--- src/rtl/tone_synth_pkg.sv ---
// tone_synth_pkg: shared types and fixed-point constants for the tone synthesizer.
package tone_synth_pkg;

    // Output sample width; midscale is the "silent" level of the unsigned sample.
    localparam int SIG_WIDTH = 9;
    localparam logic [SIG_WIDTH-1:0] MIDSCALE = 9'd256;

    // Fractional bits of the [31:16].[15:0] frequency word.
    localparam int DEC_WIDTH = 16;

    typedef enum logic [1:0] {
        ST_IDLE    = 2'd0,
        ST_COMPUTE = 2'd1,
        ST_RUN     = 2'd2
    } state_t;

    typedef enum logic [1:0] {
        WAVE_SQUARE = 2'd0,
        WAVE_SAW    = 2'd1,
        WAVE_TRI    = 2'd2,
        WAVE_SILENT = 2'd3
    } wave_t;

endpackage

--- src/rtl/tone_synth_div.sv ---
// tone_synth_div: serial restoring divider, one quotient bit per clock.
// A start loads the operands; valid_out pulses once when the quotient is final.
module tone_synth_div #(
    parameter int WIDTH = 48
) (
    input  logic             clk_in,
    input  logic             rst_in,
    input  logic             start_in,
    input  logic [WIDTH-1:0] dividend_in,
    input  logic [WIDTH-1:0] divisor_in,
    output logic [WIDTH-1:0] quotient_out,
    output logic             valid_out
);
    localparam int CNT_W = $clog2(WIDTH + 1);

    logic [WIDTH-1:0] quo_q;
    logic [WIDTH-1:0] rem_q;
    logic [WIDTH-1:0] dvs_q;
    logic [CNT_W-1:0] cnt_q;
    logic             run_q;
    logic [WIDTH:0]   rem_sh;
    logic [WIDTH:0]   diff;

    // Shift the next dividend bit into the partial remainder and trial-subtract
    always_comb begin
        rem_sh = {rem_q, quo_q[WIDTH-1]};
        diff   = rem_sh - {1'b0, dvs_q};
    end

    // Iteration register: the quotient shifts in where the dividend shifts out
    always_ff @(posedge clk_in or negedge rst_in) begin
        if (!rst_in) begin
            quo_q     <= '0;
            rem_q     <= '0;
            dvs_q     <= '0;
            cnt_q     <= '0;
            run_q     <= 1'b0;
            valid_out <= 1'b0;
        end else begin
            valid_out <= 1'b0;
            if (start_in) begin
                quo_q <= dividend_in;
                rem_q <= '0;
                dvs_q <= divisor_in;
                cnt_q <= CNT_W'(WIDTH);
                run_q <= 1'b1;
            end else if (run_q) begin
                if (!diff[WIDTH]) begin
                    rem_q <= diff[WIDTH-1:0];
                    quo_q <= {quo_q[WIDTH-2:0], 1'b1};
                end else begin
                    rem_q <= rem_sh[WIDTH-1:0];
                    quo_q <= {quo_q[WIDTH-2:0], 1'b0};
                end
                cnt_q <= cnt_q - CNT_W'(1);
                if (cnt_q == CNT_W'(1)) begin
                    run_q     <= 1'b0;
                    valid_out <= 1'b1;
                end
            end
        end
    end

    assign quotient_out = quo_q;

endmodule

--- src/rtl/tone_synth.sv ---
// tone_synth: phase-accumulator tone generator. A sample strobe advances the
// phase by an increment derived from the requested frequency; the increment
// is computed off the sample path by a serial divider, so the old tone keeps
// playing uninterrupted while a new frequency is being worked out.
//
//   state   | meaning
//   --------+----------------------------------------------------------
//   IDLE    | after reset, no frequency accepted yet (inc = 0, silent)
//   COMPUTE | divider busy on a new increment; f_in not accepted
//   RUN     | increment valid (possibly 0 = silent); f_in accepted
module tone_synth
    import tone_synth_pkg::*;
#(
    parameter int WIDTH       = 32,
    parameter int CLK_FREQ    = 100_000_000,
    parameter int SAMPLE_RATE = 8000,
    parameter int F_MAX       = 1000,
    parameter int PHASE_WIDTH = 24
) (
    input  logic                 clk_in,
    input  logic                 rst_in,
    input  logic [WIDTH-1:0]     f_in,
    input  logic                 f_in_valid,
    output logic                 f_in_ready,
    input  logic [1:0]           wave_sel,
    output logic [SIG_WIDTH-1:0] sig_out,
    output logic                 sig_out_valid,
    output logic                 busy_out
);
    localparam int STROBE_MAX = CLK_FREQ / SAMPLE_RATE - 1;
    localparam int CNT_W      = $clog2(STROBE_MAX + 1);
    localparam int DIV_W      = 48;
    localparam int SHIFT      = PHASE_WIDTH - DEC_WIDTH;
    localparam int PAD        = DIV_W - WIDTH - SHIFT;
    localparam int MSB        = PHASE_WIDTH - 1;

    state_t                 state_q, state_d;
    logic                   ready_q;
    logic [CNT_W-1:0]       cnt_q;
    logic                   strobe;
    logic [PHASE_WIDTH-1:0] phase_q, inc_q, phase_nxt;
    logic                   xfer, f_reject;
    logic                   div_start, inc_clr, inc_load;
    logic [DIV_W-1:0]       div_q;
    logic                   div_valid;
    logic [SIG_WIDTH-1:0]   sample_d, tri_bits;
    logic                   div_unused;

    assign strobe     = (cnt_q == CNT_W'(STROBE_MAX));
    assign f_in_ready = ready_q && (state_q != ST_COMPUTE);
    assign busy_out   = (state_q == ST_COMPUTE);
    assign xfer       = f_in_valid && f_in_ready;
    assign f_reject   = (f_in == '0) ||
                        (f_in[WIDTH-1:DEC_WIDTH] >= (WIDTH-DEC_WIDTH)'(F_MAX + 1));
    assign phase_nxt  = phase_q + inc_q;
    assign div_unused = ^div_q[DIV_W-1:PHASE_WIDTH];

    tone_synth_div #(
        .WIDTH(DIV_W)
    ) u_div (
        .clk_in      (clk_in),
        .rst_in      (rst_in),
        .start_in    (div_start),
        .dividend_in ({{PAD{1'b0}}, f_in, {SHIFT{1'b0}}}),
        .divisor_in  (DIV_W'(SAMPLE_RATE)),
        .quotient_out(div_q),
        .valid_out   (div_valid)
    );

    // Next-state logic: out-of-range requests silence the tone without a divide
    always_comb begin
        state_d   = state_q;
        div_start = 1'b0;
        inc_clr   = 1'b0;
        inc_load  = 1'b0;
        case (state_q)
            ST_IDLE, ST_RUN: begin
                if (xfer) begin
                    if (f_reject) begin
                        inc_clr = 1'b1;
                        state_d = ST_RUN;
                    end else begin
                        div_start = 1'b1;
                        state_d   = ST_COMPUTE;
                    end
                end
            end
            ST_COMPUTE: begin
                if (div_valid) begin
                    inc_load = 1'b1;
                    state_d  = ST_RUN;
                end
            end
            default: state_d = ST_IDLE;
        endcase
    end

    // State register; ready_q holds f_in_ready low until the first clock after reset
    always_ff @(posedge clk_in or negedge rst_in) begin
        if (!rst_in) begin
            state_q <= ST_IDLE;
            ready_q <= 1'b0;
        end else begin
            state_q <= state_d;
            ready_q <= 1'b1;
        end
    end

    // Free-running sample strobe counter, wraps at the terminal count
    always_ff @(posedge clk_in or negedge rst_in) begin
        if (!rst_in) begin
            cnt_q <= '0;
        end else if (strobe) begin
            cnt_q <= '0;
        end else begin
            cnt_q <= cnt_q + CNT_W'(1);
        end
    end

    // Phase increment; a coincident strobe still sees the old value this cycle
    always_ff @(posedge clk_in or negedge rst_in) begin
        if (!rst_in) begin
            inc_q <= '0;
        end else if (inc_clr) begin
            inc_q <= '0;
        end else if (inc_load) begin
            inc_q <= div_q[PHASE_WIDTH-1:0];
        end
    end

    // Waveform shaping of the phase the current strobe is about to store
    always_comb begin
        tri_bits = phase_nxt[MSB-1 -: SIG_WIDTH];
        sample_d = MIDSCALE;
        if (inc_q != '0) begin
            case (wave_sel)
                WAVE_SQUARE: sample_d = phase_nxt[MSB] ? '1 : '0;
                WAVE_SAW:    sample_d = phase_nxt[MSB -: SIG_WIDTH];
                WAVE_TRI:    sample_d = phase_nxt[MSB] ? ~tri_bits : tri_bits;
                default:     sample_d = MIDSCALE;
            endcase
        end
    end

    // Phase accumulator and registered sample output, both advanced by the strobe
    always_ff @(posedge clk_in or negedge rst_in) begin
        if (!rst_in) begin
            phase_q       <= '0;
            sig_out       <= MIDSCALE;
            sig_out_valid <= 1'b0;
        end else begin
            sig_out_valid <= strobe;
            if (strobe) begin
                phase_q <= phase_nxt;
                sig_out <= sample_d;
            end
        end
    end

endmodule

--- config.mk ---
export PLATFORM = sky130hd
export DESIGN_NAME = tone_synth
export DESIGN_NICKNAME = d
export VERILOG_FILES = /design/src/rtl/tone_synth_pkg.sv /design/src/rtl/tone_synth_div.sv /design/src/rtl/tone_synth.sv
export SDC_FILE = /design/constraint.sdc
export NUM_CORES = 1
export LEC_CHECK = 0
export BUFFER_PORTS_ARGS = -buffer_cell sky130_fd_sc_hd__buf_2
export CORE_MARGIN = 4
export CORE_UTILIZATION = 45
export DETAILED_ROUTE_END_ITERATION = 6
export GPL_TIMING_DRIVEN = 1
export PLACE_DENSITY_LB_ADDON = 0.08
export SLEW_MARGIN = 30
export SYNTH_ARGS = -nofsm -noshare
export SYNTH_HDL_FRONTEND = slang
export SYNTH_SLANG_ARGS = --single-unit
--- constraint.sdc ---
create_clock -name clk_in -period 4.6 [get_ports clk_in]
set_input_delay 0.46 -clock clk_in [delete_from_list [all_inputs] [get_ports clk_in]]
set_output_delay 0.46 -clock clk_in [all_outputs]
set_load 0.005 [all_outputs]
# == After elaboration in Yosys (flattened, before gate mapping) ==
# Cells that the tools add are included.
# word_totals
in_bits,37
memories,0
ff_bits,180
romBits,0
elab_cells,72
mem_bits_rw,0
latchBits,0
out_inout_bits,12
# op_classes
n_reduce_logical,11
muxes,33
eq_ne,9
mul,0
n_lt_le_gt_ge,1
bitwise,1
shifts,0
div,0
add_sub_neg,4
# op_table
op,count
48-bit two-way mux,5
49-bit by 13-bit subtractor with 49-bit output,1
24-bit two-way mux,2
32-bit zero test,1
9-bit two-way mux,3
9-bit one-hot mux with 3 select lines,1
24-bit adder,1
24-bit nonzero test,1
16-bit by 10-bit greater-or-equal comparator with 1-bit output (second input constant),1
1-bit two-way mux,15
14-bit by 1-bit adder with 14-bit output (second input constant),1
14-bit == test (second input constant),1
14-bit two-way mux,1
6-bit two-way mux,2
9-bit inverter,1
6-bit by 1-bit == test with 1-bit output (second input constant),1
2-bit two-way mux,3
6-bit by 1-bit subtractor with 6-bit output (second input constant),1
2-bit by 1-bit == test with 1-bit output (second input constant),2
2-bit == test (second input constant),2
2-bit zero test,2
2-bit by 1-bit != test with 1-bit output (second input constant),2
2-bit one-hot mux with 2 select lines,1
2-bit nonzero test,2
other kinds (5),6

# == Depth between registers and ports, before layout ==
# depth
word_depth,6
depth_mapped,13
ltp_nobuf,12

# == Cells and area by module ==
# Synthesis repeated with hierarchy kept, for this count alone.
# hier_totals
hier_cells,1652
hier_area_um2,14239.9
# by_module_without_submodules
module,seq_area_each_um2,cells_each,instances,area_each_um2
tone_synth_div,3803.6,1110,1,9465.3
tone_synth,1878.1,542,1,4774.6

# == Worst setup path after synthesis ==
# OpenSTA, ideal clock, no wires.
# synth_path
path_kind,register to register
startpoint,register u_div.rem_q[35]
endpoint,register u_div.rem_q[30]
setup_slack_ps,1435
arrival_time_ps,3028
setup_ps,137
stages_incl_launch_ff,11
period_less_slack_ps,3165
path_buffers,1
t_required_ps,4463
path_cell_list,dfrtp_1 > or4_1 > or4_1 > buf_2 > nor4_4 > xnor2_1 > nand4_1 > or3_1 > nor3_1 > xnor2_1 > a21oi_1
# synth_between
elab_chain_cells,4
# synth_rtl
element,line,text
start: declaration,tone_synth_div.sv:17,logic [WIDTH-1:0] rem_q;
start signal: assignment,tone_synth_div.sv:49,rem_q <= diff[WIDTH-1:0];
start signal: assignment,tone_synth_div.sv:52,rem_q <= rem_sh[WIDTH-1:0];
49-bit by 13-bit subtractor with 49-bit output,tone_synth_div.sv:27,"diff = rem_sh - {1'b0, dvs_q};"
48-bit two-way mux,tone_synth_div.sv:48,if (!diff[WIDTH]) begin
48-bit two-way mux,tone_synth_div.sv:47,end else if (run_q) begin
48-bit two-way mux,tone_synth_div.sv:41,if (start_in) begin
# Every way passes these cells. The select of a mux whose other input is x is not followed.
# A chain may end at the register's enable or synchronous reset.

# == Worst setup path after layout ==
# layout_path
startpoint,register phase_q[1]
endpoint,register sig_out[6]
# layout_between
elab_chain_cells,5
word_cells_on_any_way,6
classes_between,add/sub: 1; mux: 4; bitwise: 1
# layout_rtl
element,line,text
start: declaration,tone_synth.sv:41,"logic [PHASE_WIDTH-1:0] phase_q, inc_q, phase_nxt;"
start signal: assignment,tone_synth.sv:154,phase_q <= phase_nxt;
24-bit adder *,tone_synth.sv:55,assign phase_nxt = phase_q + inc_q;
9-bit inverter,tone_synth.sv:139,WAVE_TRI: sample_d = phase_nxt[MSB] ? ~tri_bits : tri_bits;
9-bit two-way mux,tone_synth.sv:139,
9-bit one-hot mux with 3 select lines *,tone_synth.sv:136,case (wave_sel)
9-bit two-way mux *,tone_synth.sv:135,if (inc_q != '0) begin
end signal: assignment,tone_synth.sv:155,sig_out <= sample_d;
end: declaration,tone_synth.sv:26,"output logic [SIG_WIDTH-1:0] sig_out,"
# Every way passes the cells marked *; elsewhere a longest branch is shown, timed or not.

==> impl_metrics.tcl <==
set metrics [dict create \
    gp_congestion 0.805 \
    cts-root-buf "clkbuf_16" \
    crit_start "phase_q[1]" \
    worstRegToRegCells 10 \
    p_leak_nw 4.96 \
    yosys.area.top_type "dfrtp_1" \
    drtAntennaViolNets 0 \
    slew_viol_final 0 \
    worstHoldStart "f_in[17]" \
    r2r-start "phase_q[1]" \
    antenna_found_initial 1 \
    cp.required_ns 4.94 \
    synth_edf_count 0 \
    cp_num_buf_inv 0 \
    fin_tns_setup_ns 0 \
    hold_path_class "in -> reg" \
    worst_ir_drop_vdd_uv 278 \
    fin_skew_ns 0.0140 \
    synth.most_common_cell "dfrtp_1" \
    synthTopCellsByArea "dfrtp_1, mux2i_1, nand2_1" \
    ys_types 56 \
    synth-seq-cells 180 \
    period_share_pct 78.6 \
    min_period_ns 3.61 \
    reg2reg_slack_ns 0.99 \
    critPathSlowestCell "nor4b_2" \
    cts_tree "done" \
    worstReg2RegEnd "sig_out[6]" \
    startpoint_type "flip-flop" \
    synthesis.area_um2 9820 \
    synth_nets 1142 \
    dp_slack_ns 1.00 \
    grt_first_pass_wirelength_um 36700 \
    crit_fanout 11 \
    worstHoldEndpoint "u_div.quotient_out[25]" \
    clk_pin_slew_ns 0.08 \
    max_slew_margin_pct 41.6 \
    ys_seq_area_share_pct 45.9 \
    avgRoutedWirePerCell_um 15.5 \
    io_pins 49 \
    grt_usage_pct 18.2 \
    dieArea_um2 24300 \
    worstPathArrival_ns 3.95 \
    io_buffers 48 \
    worst_slack_ns 0.986 \
    rsz0062_at_grt "false" \
    antenna_cells 0 \
    critical_path.top_delay_family "compound AO/OA/AOI/OAI gates" \
    overflow 0 \
    setup_viol 0 \
    synth_common_cells "dfrtp_1, nand2_1, o21ai_0" \
    synth_top_area_share_pct 45.6 \
    max_stage_delay_ns 0.72 \
    worstPathCellList "ha_1 > a211o_1 > a211oi_1 > o22ai_1 > o31a_1 > mux2i_1 > nor2_1 > nor4b_2 > a221oi_1 > o21ai_0" \
    clk_latency_ns 0.43 \
    cts_buffers 17 \
    fmax_mhz 277 \
    synthFlopType "dfrtp_1" \
    grt_pass1_vias 7342 \
    drt_pre_antenna_iters 5 \
    drive_above_1_share_pct 9.61 \
    die_y_um 156 \
    route.detailed.drc 0 \
    fp.dieW_um 156 \
    row_count 53 \
    synth_area_per_cell_um2 9.17 \
    drt-initial-drc-count 418 \
    core-area_um2 21200 \
    endpoint_kind "flip-flop" \
    wirelength_um 21400 \
    grt_start_max_net_pins 106 \
    initial_core_util_pct 46.3 \
    yosys_warnings 0 \
    fin_nets 1161 \
    outcome "complete, no violations" \
    h-tree-depth 4 \
    nFillCells 1993 \
    vias 7455 \
    dpl.hpwl_um 14600 \
    syn-instance-count 1071 \
    viasPerCell 5.41 \
    syn2layout_area_growth_pct 11.0 \
    cts-resized-gates 0 \
    tightest_slew_ns 0.868 \
    cap_violations 0 \
    clock-sinks 180 \
    power_density_nw_per_um2 478 \
    min_path_cells 3 \
    synthArstFlopShare_pct 100 \
    cts_max_path_buffers 2 \
    crit_type "reg -> reg" \
    finalHoldViolations 0 \
]
[repair_timing]
action                    in CTS  in global routing
hold endpoints to repair       0                 23
buffers inserted               0                  0
hold buffers                   0                  1
[per-layer routing]
metal / wire, um / global-route usage [%] / vias up
li1: - / - / 3818
met1: 10500 / 25.4 / 3540
met2: 10100 / 29.9 / 81
met3: 512 / 3.27 / 14
met4: 282 / 3.92 / 2
met5: 8 / 0 / -
[worst max path at each step]
stage                 endpoint  slack (ns)  cells past startpoint
5_1_grt             sig_out[7]        0.65                     10
6_report            sig_out[6]        0.99                     10
3_5_place_dp        sig_out[6]        1.00                     10
4_1_cts             sig_out[6]        0.98                     10
3_3_place_gp        sig_out[6]        1.08                     10
2_1_floorplan  u_div.rem_q[30]        1.44                     10
[logic make-up (layout without fill, tap and decap cells)]
group	after synthesis	after routing	synth area share [%]
simple gates	372	372	17.7
mux	63	63	6.42
compound gates	269	269	15.7
fa+ha+maj	34	34	4.41
flops	180	180	45.9
other cells	1	1	0.0382
buf+inv	75	107	2.89
xor+xnor	77	77	6.94
[cell type report]
cell class / instances / area [um^2] / share of cell area, %
multi-input cells: 816 / 5040 / 46.2
flip-flops and latches: 180 / 4510 / 41.4
clock buffers: 17 / 425 / 3.90
repair buffers: 59 / 354 / 3.25
clock inverters: 15 / 168 / 1.54
well taps: 275 / 344 / 3.16
inverters: 16 / 60.1 / 0.551
[flip-flops by register name, summed over array words and instances (netlist names), 2 cells and up]
register            count
u_div.quotient_out     48
u_div.rem_q            48
inc_q                  24
phase_q                24
cnt_q                  14
sig_out                 9
u_div.cnt_q             6
state_q                 2
[where the power goes]
| group | switching, mW | total (mW) | internal [mW] |
|---|---|---|---|
| registers | 0.465 | 2.47 | 2.01 |
| logic | 0.638 | 1.27 | 0.632 |
| clock network | 0.700 | 1.47 | 0.775 |
[through the flow]
| step | cells | hold slack [ns] | utilization [%] | cell area [um^2] | total power, mW |
|---|---|---|---|---|---|
| floorplan | 1071 | 0.164 | - | 9820 | 3.44 |
| global placement | 1344 | 0.460 | 48.4 | 10300 | 3.74 |
| detailed placement | 1344 | 0.471 | 48.4 | 10300 | 3.78 |
| CTS | 1376 | 0.174 | 51.2 | 10900 | 5.27 |
| global route | 1378 | 0.267 | 51.4 | 10900 | 5.59 |
| finish | 1378 | 0.248 | 51.4 | 10900 | 5.22 |
[cells in the final DEF, fill, tap and decap left out, types with 3 or more instances in the layout]
master and count:
inv_1 16, nor3_1 19, buf_4 9, a21oi_1 95, clkbuf_16 17, nand2_1 163
nor3b_1 4, nor4_1 25, or3_1 9, o211ai_1 4, nor2b_1 6, and3_1 7
nor2_1 78, a211oi_1 7, or2_2 5, nand3_1 18, dfrtp_1 178, o21a_1 9
o41ai_1 3, ha_1 33, a31oi_1 5, a21boi_0 3, buf_2 47, nand4_1 10
xnor2_1 49, clkinv_4 4, a221oi_1 8, or4_1 6, mux2i_1 63, xor2_1 27
inv_6 3, inv_8 4, nand2b_1 6, o21ai_0 104, a21o_1 16
[worst reg2reg max path: cells and delay by family, from the launching register on]
family / cells / cell delay, ns
adder cells (fa/ha/maj): 1 / 0.32
AO/OA/AOI/OAI: 6 / 1.38
multiplexers: 1 / 0.15
AND/OR/NAND/NOR: 2 / 1.25
flip-flops: 1 / 0.42
Note: power is estimated with default switching activity, not from simulation.
